[src/rtl/fp_mult_pkg.sv]
// fp_mult_pkg: shared FSM/operand-class types and IEEE-style encodings for fp_mult_seq
package fp_mult_pkg;
  typedef enum logic [1:0] {IDLE, MULT, NORM, DONE} state_e;
  typedef enum logic [1:0] {ZERO, NORMAL, INF, NAN} op_class_e;
  function automatic int bias(input int ew);
    return (1 << (ew - 1)) - 1;
  endfunction
  function automatic logic [63:0] inf_enc(input logic s, input int ew, input int mw);
    return (64'(s) << (ew + mw)) | (((64'd1 << ew) - 64'd1) << mw);
  endfunction
  function automatic logic [63:0] zero_enc(input logic s, input int ew, input int mw);
    return 64'(s) << (ew + mw);
  endfunction
  function automatic logic [63:0] nan_enc(input int ew, input int mw);
    return inf_enc(1'b0, ew, mw) | (64'd1 << (mw - 1));
  endfunction
endpackage

[src/rtl/fp_norm_round.sv]
// fp_norm_round: normalise raw significand product, round-to-nearest-even, detect overflow/underflow
module fp_norm_round
  import fp_mult_pkg::*;
#(
  parameter int EXP_W = 8,
  parameter int MAN_W = 23,
  localparam int W = 1 + EXP_W + MAN_W,
  localparam int SW = MAN_W + 1,
  localparam int PW = 2 * SW,
  localparam int EW2 = EXP_W + 2
) (
  input  logic [PW-1:0]         i_prod,
  input  logic signed [EW2-1:0] i_exp,
  input  logic                  i_sign,
  output logic [W-1:0]          o_result,
  output logic                  o_ovf,
  output logic                  o_unf
);
  localparam logic signed [EW2-1:0] EMAX = EW2'((1 << EXP_W) - 1);
  localparam logic signed [EW2-1:0] EZERO = '0;
  logic                  w_hi, w_g, w_r, w_s, w_up, w_carry;
  logic [PW-2:0]         w_p;
  logic [MAN_W:0]        w_fsum;
  logic signed [EW2-1:0] w_e;
  // w_p drops the hidden bit: fraction sits at [PW-2:SW], guard/round/sticky below it
  always_comb begin
    w_hi = i_prod[PW-1];
    w_p = w_hi ? i_prod[PW-2:0] : {i_prod[PW-3:0], 1'b0};
    w_g = w_p[SW-1];
    w_r = w_p[SW-2];
    w_s = |w_p[SW-3:0];
    w_up = w_g && (w_r || w_s || w_p[SW]);
    w_fsum = {1'b0, w_p[PW-2:SW]} + (MAN_W+1)'(w_up);
    w_carry = w_fsum[MAN_W];
    w_e = i_exp + $signed(EW2'(w_hi)) + $signed(EW2'(w_carry));
    o_ovf = w_e >= EMAX;
    o_unf = w_e <= EZERO;
    o_result = o_ovf ? W'(inf_enc(i_sign, EXP_W, MAN_W))
             : o_unf ? W'(zero_enc(i_sign, EXP_W, MAN_W))
             : {i_sign, w_e[EXP_W-1:0], w_fsum[MAN_W-1:0]};
  end
endmodule

[src/rtl/fp_mult_seq.sv]
// fp_mult_seq: sequential shift-add floating-point multiplier with valid/ready handshake
module fp_mult_seq
  import fp_mult_pkg::*;
#(
  parameter int EXP_W = 8,
  parameter int MAN_W = 23,
  localparam int W = 1 + EXP_W + MAN_W
) (
  input  logic         clk,
  input  logic         reset,
  input  logic         in_valid,
  output logic         in_ready,
  input  logic [W-1:0] dataA,
  input  logic [W-1:0] dataB,
  output logic         out_valid,
  input  logic         out_ready,
  output logic [W-1:0] dataR,
  output logic         flag_ovf,
  output logic         flag_unf,
  output logic         flag_inv
);
  localparam int SW = MAN_W + 1;
  localparam int PW = 2 * SW;
  localparam int EW2 = EXP_W + 2;
  localparam int CW = $clog2(MAN_W + 1);
  localparam logic [W-1:0] NAN_R = W'(nan_enc(EXP_W, MAN_W));
  localparam logic signed [EW2-1:0] BIAS_S = EW2'(bias(EXP_W));
  localparam logic [CW-1:0] CNT_LAST = CW'(MAN_W);
  state_e                r_state, w_next;
  op_class_e             w_ca, w_cb;
  logic [PW-1:0]         r_acc, r_mcand;
  logic [SW-1:0]         r_mplier;
  logic [CW-1:0]         r_cnt;
  logic signed [EW2-1:0] r_exp;
  logic                  r_sign, r_ovf, r_unf, r_inv;
  logic [W-1:0]          r_res, w_spec_res, w_nr_res;
  logic                  w_sign, w_nan, w_inf, w_special, w_nr_ovf, w_nr_unf;
  logic [EXP_W-1:0]      w_ea, w_eb;
  logic [MAN_W-1:0]      w_fa, w_fb;
  function automatic op_class_e classify(input logic [EXP_W-1:0] e, input logic [MAN_W-1:0] f);
    return e == '0 ? ZERO : !(&e) ? NORMAL : f == '0 ? INF : NAN;
  endfunction
  always_comb begin
    w_ea = dataA[W-2 -: EXP_W];
    w_eb = dataB[W-2 -: EXP_W];
    w_fa = dataA[MAN_W-1:0];
    w_fb = dataB[MAN_W-1:0];
    w_ca = classify(w_ea, w_fa);
    w_cb = classify(w_eb, w_fb);
    w_sign = dataA[W-1] ^ dataB[W-1];
    w_nan = w_ca == NAN || w_cb == NAN || (w_ca == INF && w_cb == ZERO) || (w_ca == ZERO && w_cb == INF);
    w_inf = w_ca == INF || w_cb == INF;
    w_special = w_ca != NORMAL || w_cb != NORMAL;
    w_spec_res = w_nan ? NAN_R
               : w_inf ? W'(inf_enc(w_sign, EXP_W, MAN_W))
               : W'(zero_enc(w_sign, EXP_W, MAN_W));
  end
  always_ff @(posedge clk or posedge reset) begin
    if (reset) r_state <= IDLE;
    else r_state <= w_next;
  end
  always_comb begin
    w_next = r_state;
    case (r_state)
      IDLE:    w_next = in_valid ? (w_special ? DONE : MULT) : IDLE;
      MULT:    w_next = r_cnt == CNT_LAST ? NORM : MULT;
      NORM:    w_next = DONE;
      DONE:    w_next = out_ready ? IDLE : DONE;
      default: w_next = IDLE;
    endcase
  end
  always_comb begin
    in_ready = r_state == IDLE;
    out_valid = r_state == DONE;
    dataR = r_res;
    flag_ovf = r_ovf;
    flag_unf = r_unf;
    flag_inv = r_inv;
  end
  // One multiplier bit per MULT cycle, LSB first, multiplicand shifting up alongside
  always_ff @(posedge clk or posedge reset) begin
    if (reset) begin
      r_acc <= '0;
      r_mcand <= '0;
      r_mplier <= '0;
      r_cnt <= '0;
      r_exp <= '0;
      r_sign <= 1'b0;
      r_res <= '0;
      r_ovf <= 1'b0;
      r_unf <= 1'b0;
      r_inv <= 1'b0;
    end else begin
      case (r_state)
        IDLE: if (in_valid) begin
          r_acc <= '0;
          r_cnt <= '0;
          r_mcand <= PW'({1'b1, w_fa});
          r_mplier <= {1'b1, w_fb};
          r_exp <= $signed({2'b00, w_ea}) + $signed({2'b00, w_eb}) - BIAS_S;
          r_sign <= w_sign;
          if (w_special) begin
            r_res <= w_spec_res;
            r_ovf <= 1'b0;
            r_unf <= 1'b0;
            r_inv <= w_nan;
          end
        end
        MULT: begin
          r_acc <= r_mplier[0] ? r_acc + r_mcand : r_acc;
          r_mcand <= r_mcand << 1;
          r_mplier <= r_mplier >> 1;
          r_cnt <= r_cnt + 1'b1;
        end
        NORM: begin
          r_res <= w_nr_res;
          r_ovf <= w_nr_ovf;
          r_unf <= w_nr_unf;
          r_inv <= 1'b0;
        end
        default: ;
      endcase
    end
  end
  fp_norm_round #(.EXP_W(EXP_W), .MAN_W(MAN_W)) u_norm (
    .i_prod  (r_acc),
    .i_exp   (r_exp),
    .i_sign  (r_sign),
    .o_result(w_nr_res),
    .o_ovf   (w_nr_ovf),
    .o_unf   (w_nr_unf)
  );
endmodule

[config.mk]
export PLATFORM = sky130hd
export DESIGN_NAME = fp_mult_seq
export DESIGN_NICKNAME = d
export VERILOG_FILES = /design/src/rtl/fp_mult_pkg.sv /design/src/rtl/fp_norm_round.sv /design/src/rtl/fp_mult_seq.sv
export SDC_FILE = /design/constraint.sdc
export NUM_CORES = 1
export LEC_CHECK = 0
export BUFFER_PORTS_ARGS = -buffer_cell sky130_fd_sc_hd__buf_4
export CAP_MARGIN = 5
export CORE_AREA = 2 2 184 186
export DETAILED_ROUTE_END_ITERATION = 6
export DIE_AREA = 0 0 186 188
export GPL_ROUTABILITY_DRIVEN = 0
export PLACE_DENSITY_LB_ADDON = 0.1
export SYNTH_ARGS = -nofsm -noshare
export SYNTH_HDL_FRONTEND = slang
export SYNTH_HIERARCHICAL = 1
export SYNTH_SLANG_ARGS = --single-unit
[constraint.sdc]
create_clock -name clk -period 8.5 [get_ports clk]
set_input_delay 2.55 -clock clk [delete_from_list [all_inputs] [get_ports clk]]
set_output_delay 2.55 -clock clk [all_outputs]
set_load 0.01 [all_outputs]
Word-level counts from Yosys, hierarchy flattened

Index checks and enable logic that the tools add are counted.

Output and inout bits: 37
Word-level logic and storage cells: 95
Input port bits: 68
Bits in registers: 173

Add/sub/neg operators: 7
Muxes and demuxes: 35
Equality and inequality tests: 13
Bitwise gates (word level): 1
Reductions and logical operators: 26
Order comparisons: 2

Operators by type and width:

| kind                                                                    | count |
|---|---|
| 48-bit one-hot mux with 2 select lines                                  | 2 |
| 48-bit two-way mux                                                      | 3 |
| 32-bit two-way mux                                                      | 3 |
| 31-bit two-way mux                                                      | 3 |
| 32-bit one-hot mux with 2 select lines                                  | 1 |
| 48-bit adder                                                            | 1 |
| 24-bit one-hot mux with 2 select lines                                  | 1 |
| 47-bit two-way mux                                                      | 1 |
| 23-bit zero test                                                        | 2 |
| 23-bit by 1-bit adder with 24-bit output                                | 1 |
| 24-bit two-way mux                                                      | 1 |
| 22-bit OR reduction                                                     | 1 |
| 10-bit by 2-bit adder with 10-bit output                                | 2 |
| 8-bit zero test                                                         | 2 |
| 2-bit two-way mux                                                       | 8 |
| 8-bit AND reduction                                                     | 2 |
| 2-bit equality test (second input constant)                             | 6 |
| 10-bit by 9-bit >= comparator with 1-bit output (second input constant) | 1 |
| 10-bit by 1-bit <= comparator with 1-bit output (second input constant) | 1 |
| 5-bit one-hot mux with 2 select lines                                   | 1 |
| 9-bit by 7-bit subtractor with 10-bit output (second input constant)    | 1 |
| 8-bit by 8-bit adder with 9-bit output                                  | 1 |
| 2-bit one-hot mux with 4 select lines                                   | 1 |
| 1-bit logical OR                                                        | 7 |
| 14 further kinds                                                        | 31 |

Longest topological paths before layout

Depth in word-level cells: 12
Depth in mapped cells: 20
Gate-level depth less buffers: 16

Hierarchy

Netlist, hierarchy kept.

Modules (own cells, without submodules):

| module        | cells an instance | area each (sq um) | instances | seq. area each (sq um) |
|---|---|---|---|---|
| fp_mult_seq   | 1129              | 9811.9            | 1         | 4329.2 |
| fp_norm_round | 225               | 1617.8            | 1         | 0.0 |

Worst setup path after synthesis

No wires, ideal clock.

Path type: input -> register
From: in dataA[25]
To: reg r_exp[8]
Path slack: 4123 ps
Data required time: 8364 ps
Setup time: 136 ps
Data arrival time: 4241 ps
Buffers on the path: 0
Cell stages on the path: 10
Cells stage by stage: ha_1 -> ha_1 -> a21o_1 -> a21oi_1 -> o21bai_1 -> a21oi_1 -> o21bai_1 -> a21oi_1 -> xor2_1 -> o21ai_0

Word-level cells in the longest chain between the ends: 2

Ends and longest elaborated chain:

| element                                      | line               | text |
|---|---|---|
| start, declared                              | fp_mult_seq.sv:13  | `input logic [W-1:0] dataA,` |
| 8-bit by 8-bit adder with 9-bit output       | fp_mult_seq.sv:100 | `r_exp <= $signed({2'b00, w_ea}) + $signed({2'b00, w_eb}) - BIAS_S;` |
| 9-bit by 7-bit subtractor with 10-bit output | fp_mult_seq.sv:100 |  |
| end signal, assigned                         | fp_mult_seq.sv:100 |  |
| end, declared                                | fp_mult_seq.sv:34  | `logic signed [EW2-1:0] r_exp;` |

No other way between the ends.
A chain may end at the register's enable or synchronous reset.

Worst setup path in the final report

From: reg r_acc[47]
To: reg r_res[13], in the netlist dataR[13]

Word-level cells in the longest chain between the ends: 11
Elaborated cells between the ends (all ways): 13
Those cells by class: add/sub: 3; order compare: 2; mux: 4; reduce/logical: 4

Ends and longest elaborated chain:

| element                                         | line                | text |
|---|---|---|
| start, declared                                 | fp_mult_seq.sv:31   | `logic [PW-1:0] r_acc, r_mcand;` |
| start signal, assigned                          | fp_mult_seq.sv:110  | `r_acc <= r_mplier[0] ? r_acc + r_mcand : r_acc;` |
| 47-bit two-way mux                              | fp_norm_round.sv:28 | `w_p = w_hi ? i_prod[PW-2:0] : {i_prod[PW-3:0], 1'b0};` |
| 22-bit OR reduction                             | fp_norm_round.sv:31 | `w_s = \|w_p[SW-3:0];` |
| 1-bit logical OR (2 in series)                  | fp_norm_round.sv:32 | `w_up = w_g && (w_r \|\| w_s \|\| w_p[SW]);` |
| 1-bit logical AND                               | fp_norm_round.sv:32 |  |
| 23-bit by 1-bit adder with 24-bit output        | fp_norm_round.sv:33 | `w_fsum = {1'b0, w_p[PW-2:SW]} + (MAN_W+1)'(w_up);` |
| 10-bit by 2-bit adder with 10-bit output        | fp_norm_round.sv:35 | `w_e = i_exp + $signed(EW2'(w_hi)) + $signed(EW2'(w_carry));` |
| 10-bit by 1-bit <= comparator with 1-bit output | fp_norm_round.sv:37 | `o_unf = w_e <= EZERO;` |
| 31-bit two-way mux                              | fp_norm_round.sv:39 | `: o_unf ? W'(zero_enc(i_sign, EXP_W, MAN_W))` |
| 31-bit two-way mux *                            | fp_norm_round.sv:38 | `o_result = o_ovf ? W'(inf_enc(i_sign, EXP_W, MAN_W))` |
| named net w_nr_res[13]                          | fp_mult_seq.sv:36   | `logic [W-1:0] r_res, w_spec_res, w_nr_res;` |
| 32-bit one-hot mux with 2 select lines *        | fp_mult_seq.sv:94   | `case (r_state)` |
| end signal, assigned                            | fp_mult_seq.sv:103  | `r_res <= w_spec_res;` |
| end signal, assigned                            | fp_mult_seq.sv:116  | `r_res <= w_nr_res;` |
| end, declared                                   | fp_mult_seq.sv:36   |  |

Mark *: on every way through the listed nets, which the timed path passes. The rest lies on a longest branch.

==> metrics.txt <==
IO Port Bufs 104; Root Buffer clkbuf_16; I/O pin total 105; first-pass GRT wire length 50500 um; WL final 30700 um; final setup TNS 0 ps; cells after synthesis 1354; FF-to-FF End dataR[13]; Setup CP Type register to register; Post CTS Setup Buffer Count 0; Die Y 188 um; top cell type by total area after synthesis dfrtp_1; via/cell ratio 5.18; Ys Warns 6; vias after detailed routing 9738; ranking of synthesized cells by area dfrtp_1 (38%), nand2_1 (7.6%), ha_1 (7.1%); Least-Margin Pin Slew 1050 ps; CP Data Arrival Time 5380 ps; Yosys reg bits 173; Post-Syn Area 11400 um^2; Post-DRT Antenna Nets 0; share of flip-flops with an asynchronous set or reset 1.00; Fmax achieved 200 MHz; vias in the first global route 9486; full die area 35000 um^2; Final Slew Violations 0; CTS buffer count 17; post-synth cell types 81; Yosys top cell area share 0.379; min cycle time layout 5010 ps; skew final 11.1 ps; # fillers 3484; initial core utilization 0.345; Post-CTS Hold Fix Bufs 0; DRT Pass-1 Iters 5; RSZ-0062 raised after global routing no; Clk pin slew, worst setup/hold paths 70 ps; outcome complete, no violations; share of cells above drive strength 1 0.149; Net Count, Synth 1490; reg2reg setup slack 3490 ps; reg-to-reg startpoint r_acc[47]; Die Width 186 um; worst setup path startpoint r_acc[47]; worst skew pair latency 450 ps; LEAKAGE 5.75 nW; CTS tree done; row cnt 67; initial drt markers 512; largest net degree at the start of global routing 79; PostCTS Resize Cnt 0; final hold vios 0; crit path to dataR[13]; Relative slew margins 0.297; wire per inst 16.3 um; Hold/Removal Path Class register to register; area delta synth->final 14.8%; drt drc 0; clk sinks 173; Reg2Reg Depth 17; Core Region 33100 um^2; Final period util 0.589; prevailing post-synth register cell dfrtp_1; count leader, synth nand2_1; gr usage total 0.180; list of most frequent post-synthesis cells nand2_1 (230), dfrtp_1 (173), nor2_1 (152); Post-Place Worst Slack 3520 ps; Max Buffers Root-to-Sink 2; Total Nets Final 1556; Final WS setup 3490 ps; antenna violations before repair 0; EDFF count, synth 0; sequential area share after synthesis 0.379; CP Capture Type register; Crit Path Max Fanout 23; PD cells 442 nW/um^2; ANT cells 0; final setup fails 0; Max VDD drop 0.000160 V; Avg Cell Area, Syn 8.44 um^2; Startpoint Class register; post-DP HPWL 22100 um; GRT Residual Overflow 0; htree depth 4; number of max-cap violations 0; CP Data Required Time 8870 ps
[routing by layer]
layer | routed length (um) | track usage | up-vias
met2 | 13800 | 0.281 | 146
met5 | 0 | 0 | -
met1 | 15700 | 0.262 | 4659
met3 | 876 | 0.0303 | 13
li1 | - | - | 4920
met4 | 268 | 0.0379 | 0
[per-stage QoR]
stage | std cells | hold slack, ps | area (um^2) | util | total power [mW]
floorplan | 1354 | 447 | 11400 | - | 4.19
global placement | 1849 | 462 | 12600 | 0.379 | 5.05
detailed placement | 1849 | 468 | 12600 | 0.379 | 5.07
CTS | 1881 | 487 | 13100 | 0.396 | 5.86
global route | 1881 | 530 | 13100 | 0.396 | 6.37
finish | 1881 | 479 | 13100 | 0.396 | 5.80
[placed cells by master (no fill, tap or decap), types with 4 or more instances in the layout]
cell type,count
o22ai_1,47
inv_6,7
and2_1,9
o21bai_1,9
ha_1,65
a21boi_0,5
a21oi_1,67
mux2i_1,15
nand4_1,24
dfrtp_1,172
xor2_1,46
nand2_1,230
a31oi_1,6
nor2b_1,11
nor2_2,14
a211oi_2,10
nor2_1,149
nor3_1,14
a21o_1,30
nor4_1,18
a21oi_2,4
nand3_1,34
o21a_1,4
o21ai_1,11
buf_4,117
o211ai_1,4
and3_1,10
nand2b_1,4
o21ai_0,122
nor3b_1,4
inv_1,27
xnor2_1,41
clkbuf_16,17
[registers in the layout, summed over array words and instances (netlist names)]
signal and cells:
dataR 32, flag_inv 1, flag_ovf 1, flag_unf 1
r_acc 48, r_cnt 5, r_exp 10, r_mcand 48
r_mplier 24, r_sign 1, r_state 2
[critical path: stages, from the launching register on]
cell       delay (ps)
dfrtp_2           670
nand2_2           150
a2111oi_4         580
and2_1            320
nand4_1           180
or3b_1            400
fa_1              390
inv_1              70
ha_1              280
and4_4            280
nand4_1           140
xor2_2            280
o41ai_2           150
or3_1             350
buf_4             250
a2111oi_2         230
nand2_1            80
o21ai_0           100
[layout make-up]
class / instances / area [um^2] / share of cell area
Inverter: 28 / 110 / 0.00839
Sequential cell: 173 / 4330 / 0.330
Clock inverter: 15 / 130 / 0.00992
Timing Repair Buffer: 117 / 878 / 0.0669
Clock buffer: 17 / 425 / 0.0324
Tap cell: 448 / 561 / 0.0427
Multi-Input combinational cell: 1083 / 6690 / 0.510
[where the power goes]
part	switching [mW]	total, mW	internal (mW)
Combinational	1.99	3.37	1.39
Clock	0.373	0.758	0.385
Sequential	0.429	1.67	1.24
[cells by family (layout without fill, tap and decap cells)]
| family | count (synthesis) | count (layout) | share of synthesized area |
|---|---|---|---|
| adders and majority gates | 68 | 68 | 0.0764 |
| muxes | 17 | 17 | 0.0151 |
| xor gates and xnor gates | 88 | 88 | 0.0681 |
| buffers and inverters | 98 | 177 | 0.0383 |
| and+or+nand+nor | 545 | 545 | 0.215 |
| AOI/OAI and AO/OA | 365 | 365 | 0.208 |
| DFF | 173 | 173 | 0.379 |
[worst min-delay path by stage]
| stage | start | end | cells after the start |
|---|---|---|---|
| 2_1_floorplan | r_mplier[23] | r_mplier[23] | 2 |
| 3_3_place_gp | r_sign | r_sign | 2 |
| 3_5_place_dp | r_mplier[23] | r_mplier[23] | 2 |
| 4_1_cts | r_sign | r_sign | 2 |
| 5_1_grt | r_mplier[23] | r_mplier[23] | 2 |
| 6_report | r_sign | r_sign | 2 |
(Power assumes the default switching activity.)
